## config.mk

```make
export PLATFORM = sky130hd
export DESIGN_NAME = uart_tx_arbiter
export DESIGN_NICKNAME = d
export VERILOG_FILES = /design/src/rtl/uart_tx_arbiter.sv
export SDC_FILE = /design/constraint.sdc
export NUM_CORES = 1
export LEC_CHECK = 0
export ABC_AREA = 0
export CORE_MARGIN = 1.5
export CORE_UTILIZATION = 32
export CTS_CLUSTER_SIZE = 24
export DETAILED_ROUTE_END_ITERATION = 8
export PLACE_DENSITY_LB_ADDON = 0.25
export SLEW_MARGIN = 15
export SYNTH_ARGS = -nofsm -noshare
export SYNTH_HDL_FRONTEND = slang
export SYNTH_SLANG_ARGS = --single-unit
```

## constraint.sdc

```tcl
create_clock -name clock -period 3 [get_ports clock]
set_clock_uncertainty 0.2 [all_clocks]
set_input_delay 0.3 -clock clock [delete_from_list [all_inputs] [get_ports clock]]
set_output_delay 0.3 -clock clock [all_outputs]
set_load 0.005 [all_outputs]
```

## src/rtl/uart_tx_arbiter.sv

```systemverilog
// Round-robin, message-granular share of one UART TX among N_SRC sources; 1 ARB cycle per message, bytes
// pass combinationally while i_cts is high and sources hold on no-ack. UART_ARB_TIMEOUT_EN adds a stall abort.
module uart_tx_arbiter #(
  parameter int N_SRC          = 4,
  parameter int TIMEOUT_CYCLES = 1024
) (
  input  logic                 clock,
  input  logic                 i_rstn,
  input  logic [N_SRC-1:0]     i_src_req,
  input  logic [N_SRC*8-1:0]   i_src_data,
  input  logic [N_SRC-1:0]     i_src_last,
  output logic [N_SRC-1:0]     o_src_ack,
  output logic [N_SRC-1:0]     o_grant,
  input  logic                 i_cts,
  input  logic                 i_idle,
  output logic [7:0]           o_data,
  output logic                 o_req,
  output logic                 o_busy,
  output logic                 o_abort
);
  localparam int IW = $clog2(N_SRC);

  typedef enum logic [1:0] {ARB, SEND, DRAIN} state_t;

  state_t        state_q, state_d;
  logic [IW-1:0] rr_q, rr_d;
  logic          pick_vld;
  logic [IW-1:0] pick_idx;
  logic [IW:0]   sum;
  logic          g_req, g_last, accept, abort;
  logic [7:0]    g_data;

`ifdef UART_ARB_TIMEOUT_EN
  localparam int CW = $clog2(TIMEOUT_CYCLES) + 1;
  logic [CW-1:0] cnt_q, cnt_d;
`else
  logic unused_timeout_cfg;
  assign unused_timeout_cfg = (TIMEOUT_CYCLES != 0);
`endif

  // Scan offsets high to low so the requester nearest rr+1 is written last and wins.
  always_comb begin
    pick_vld = 1'b0;
    pick_idx = '0;
    sum      = '0;
    for (int i = N_SRC - 1; i >= 0; i--) begin
      sum = {1'b0, rr_q} + (IW+1)'(i) + (IW+1)'(1);
      if (sum >= (IW+1)'(N_SRC)) sum = sum - (IW+1)'(N_SRC);
      if (i_src_req[sum[IW-1:0]]) begin
        pick_vld = 1'b1;
        pick_idx = sum[IW-1:0];
      end
    end
  end

  assign g_req  = i_src_req[rr_q];
  assign g_last = i_src_last[rr_q];
  assign g_data = i_src_data[{rr_q, 3'b000} +: 8];

  assign o_req     = (state_q == SEND) && g_req;
  assign o_data    = (state_q == SEND) ? g_data : 8'h00;
  assign accept    = o_req && i_cts;
  assign o_src_ack = accept ? (N_SRC'(1) << rr_q) : '0;
  assign o_grant   = (state_q != ARB) ? (N_SRC'(1) << rr_q) : '0;
  assign o_busy    = (state_q != ARB);
  assign o_abort   = abort;

  always_comb begin
    state_d = state_q;
    rr_d    = rr_q;
    abort   = 1'b0;
`ifdef UART_ARB_TIMEOUT_EN
    cnt_d   = '0;
`endif
    case (state_q)
      ARB: begin
        if (pick_vld) begin
          rr_d    = pick_idx;
          state_d = SEND;
        end
      end
      SEND: begin
        if (accept && g_last) state_d = DRAIN;
`ifdef UART_ARB_TIMEOUT_EN
        // Only an absent request counts as a stall; i_cts backpressure never aborts.
        if (!g_req) begin
          if (cnt_q == CW'(TIMEOUT_CYCLES - 1)) begin
            abort   = 1'b1;
            state_d = DRAIN;
          end else begin
            cnt_d = cnt_q + 1'b1;
          end
        end
`endif
      end
      DRAIN: begin
        if (i_idle) state_d = ARB;
      end
      default: state_d = ARB;
    endcase
  end

  always_ff @(posedge clock or negedge i_rstn) begin
    if (!i_rstn) begin
      state_q <= ARB;
      rr_q    <= IW'(N_SRC - 1);
`ifdef UART_ARB_TIMEOUT_EN
      cnt_q   <= '0;
`endif
    end else begin
      state_q <= state_d;
      rr_q    <= rr_d;
`ifdef UART_ARB_TIMEOUT_EN
      cnt_q   <= cnt_d;
`endif
    end
  end

endmodule

```

==> results.txt <==
For this design the ratio of total power to cell area is 756 nW/um2. The final estimated routing congestion in global placement was 0.682. Dividing the detail-routed via count by the number of cells gives 4.97. Setup repair after global routing left no endpoint under its margin.

During synthesis, Yosys emitted a total of 0 warnings. The via count of the first global-routing pass came out at 822. The portion of the clock cycle consumed by the worst path in the final layout works out to 93.5%. The most frequently used flop master after synthesis was dfstp_2.

The post-layout minimum cycle time came out at 2.81 ns. For the sum of net half-perimeters after detailed placement, the log shows 1880 um. The type of origin of the critical path was a register. The worst-margin pin slew is 0.554 ns.

The clock sink count was 4. In this run the remaining antenna-violating nets after routing total 0. In this design, the stage delay of the slowest critical-path cell is 0.71 ns.

In this run the post-CTS setup repair buffer count came out at 0. In the final layout, the share of cells above drive strength 1 is 14.7%. For this run, design rule violations remaining after detail routing come to 0.

In this run the worst path has a maximum fanout of 13. The insertion delay to the later sink of the worst-skew pair was 0.23 ns. The signal on the critical path passes through mux4_2, nor2b_4, and3_1, clkdlybuf4s50_1. Global-route wire length before repair: 3840 um.

The level count of the clock H-tree was 1. TritonCTS built the clock tree. The run gives 3 as the number of buffers inserted during clock tree synthesis.

The tools report the terminus of the critical flop-to-flop path as state_q[0]$_DFFE_PN0P_. After clock tree synthesis, the clock-pin slew on the worst setup and hold paths is 0.04 ns. The most instantiated library cell after synthesis is nor2b_1. The logs give 62.9% for the worst slew margin relative to its limit and 1350 um2 for the instance area at placement. Counting distinct cell types in the post-synthesis netlist gives 31. Measured on the finished design, the core utilization comes to 62.6%.

The max-cap check violation count is 0. In this run the standard cell core region covers 2190 um2. Summing over every cut layer, the via total after detailed routing is 815. STA puts the critical path data arrival time at 2.31 ns. Floorplan die width: 50.8 um. The detailed-route wire length per cell was 14.0 um; the final-report hold violation count was 0. Of all cell types, the one taking the most synthesized area is mux4_2. Once layout is done, the placed cells without fillers occupy 1370 um2. The worst register-to-register path begins at rr_q[0]$_DFFE_PN1P_.

Setup violations remaining at the end of the flow were counted as 0. The min-delay analysis places its worst path in the category input pin to asynchronous set/reset pin. The worst path meets setup with 0.195 ns of slack.

In the final timing run, aggregate negative setup slack is 0 ns. The tools report the endpoint required time on the critical path as 2.50 ns. The leakage dissipation came out at 0.532 nW.

The cell area after synthesis was 731 um2. The startpoint of the worst setup timing path is rr_q[0]$_DFFE_PN1P_. For this block, the initial DRC count from the detailed router was 10. The root buffer cell chosen for the clock tree is clkbuf_4. Number of pins exceeding their max-slew limit in the final report: 0. The number of antenna diodes in the final layout is 0. In this run, synthesis produced a sequential element count of 4.

For this block, the routed nets add up to 2300 um of wire. After the last flow step, the layout net total stands at 185. Global routing finished with a remaining overflow of 0. The logs give 75 for the post-synthesis instance total and 0 for the hold buffer count at CTS. Derived from the worst setup path, the maximum achievable clock frequency is 0.356 GHz. Yosys attributes the largest share of cell area to mux4_2 (31%), nor2b_1 (11%), dfstp_2 (7.2%).

Counting flops with an async set or reset pin after synthesis yields a share of 100%. The total of buffers placed on input and output ports is 61, and the cell count of the worst reg-to-reg path is 7. By startpoint and endpoint, the worst setup path is classified as register to primary output. Gates resized during post-CTS repair numbered 0.

Y dimension of the die: 50.8 um. The mean instance size in the synthesized netlist is 9.74 um2, and the number of I/O pins is 63. In this run the register-to-register setup slack is 0.63 ns. The largest net degree at the start of global routing came out at 14.

The flow ran to the end, and the final reports show no timing, DRC or antenna violations. For the worst setup slack after placement, the log shows 0.367 ns. By count the netlist is led by nor2b_1 (13), mux4_2 (10). Compared with the post-synthesis result, the final layout area differs by 87.7%. Among all stages on the critical path, the largest delay is contributed by dfstp_2.

The number of antenna violations at the first check in global routing was 0. The clock passes through at most 2 buffers. The initial utilization of the core area, before any placement, comes to 33.4%. The number of rows created at floorplan is 17.

In the global route stage, overall resource usage came out at 19.0%. For the worst ir drop on vdd, the log shows 0.517 mV. The logs give 123 for the synthesized netlist net count and 4 for the number of iterations in the first detailed-routing pass. The tools report the fraction of the yosys area taken by sequential cells as 14.0%. Overall power consumption after layout is estimated at 0.00104 W. The die covers 2580 um2. In this run, synthesis inferred 0 flip-flops with an integrated enable. After synthesis, the largest area contributor takes up 30.8% of total cell area.

The tools report the sort of element at the end of the critical path as a primary output.
==> sequential cells by signal (all words and copies together), names as in the netlist <==
name / flops
state_q: 2
rr_q: 2
==> where the power goes <==
part / switching, W / internal (W)
clock network: 0.0000219 / 0.0000499
logic: 0.000275 / 0.000522
registers: 0.0000779 / 0.0000895
==> routing by layer <==
metal,GRT usage (%),share of wire [%],routed length (um),up-vias
met3,5.06,8.1,186,0
met2,34.0,49,1140,34
met1,23.5,43,980,382
met5,0,0,0,-
met4,2.25,0,0,0
li1,-,-,-,399
==> metrics by stage <==
stage / hold slack [ns] / instances
2_1_floorplan: -0.196 / 75
4_1_cts: 0.0614 / 164
3_3_place_gp: 0.304 / 160
5_1_grt: 0.0757 / 164
6_report: 0.0621 / 164
3_5_place_dp: 0.310 / 160
==> worst max path at each step <==
stage | endpoint | slack (ns) | depth (start not counted)
global placement | o_src_ack[3] | 0.40 | 5
global route | o_src_ack[3] | 0.1 | 4
detailed placement | o_src_ack[3] | 0.37 | 5
finish | o_src_ack[3] | 0.19 | 4
CTS | o_src_ack[3] | 0.17 | 4
floorplan | state_q[0]$_DFFE_PN0P_ | 0.79 | 9
==> layout by cell type (no fill, tap or decap), types with 2 or more instances in the layout <==
cell type	n
a21oi_1	3
and3_1	4
clkbuf_4	3
clkdlybuf4s50_1	61
dfrtp_1	2
dfstp_2	2
ha_1	4
inv_1	2
mux4_2	10
nand2_1	4
nand2b_1	3
nand3_1	2
nor2_1	3
nor2b_1	13
o21ai_1	4
==> final cells by class <==
type / instances / area (um2)
Clock buffer: 4 / 26.3
Inverter: 3 / 11.3
Timing Repair Buffer: 62 / 618
Sequential cell: 4 / 103
Fill cell: 190 / 820
Multi-Input combinational cell: 63 / 578
Tap cell: 28 / 35.0
==> worst max-delay path: cells and delay by family (launching register included) <==
family	cells	cell delay [ns]
DFF	1	0.71
and+or+nand+nor	2	0.34
muxes	1	0.58
buffers and inverters	1	0.44
==> logic make-up (layout without fill, tap and decap cells) <==
| group | count (synthesis) | in the layout | share of synthesized area, % |
|---|---|---|---|
| adder cells (fa/ha/maj) | 4 | 4 | 6.85 |
| buffers and inverters | 8 | 69 | 6.85 |
| other | 1 | 1 | 0.513 |
| AO/OA/AOI/OAI | 11 | 11 | 8.73 |
| AND/OR/NAND/NOR | 36 | 36 | 30.8 |
| multiplexers | 11 | 11 | 32.2 |
| flip-flops | 4 | 4 | 14.0 |
No activity file was read; power rests on OpenSTA's default activity.
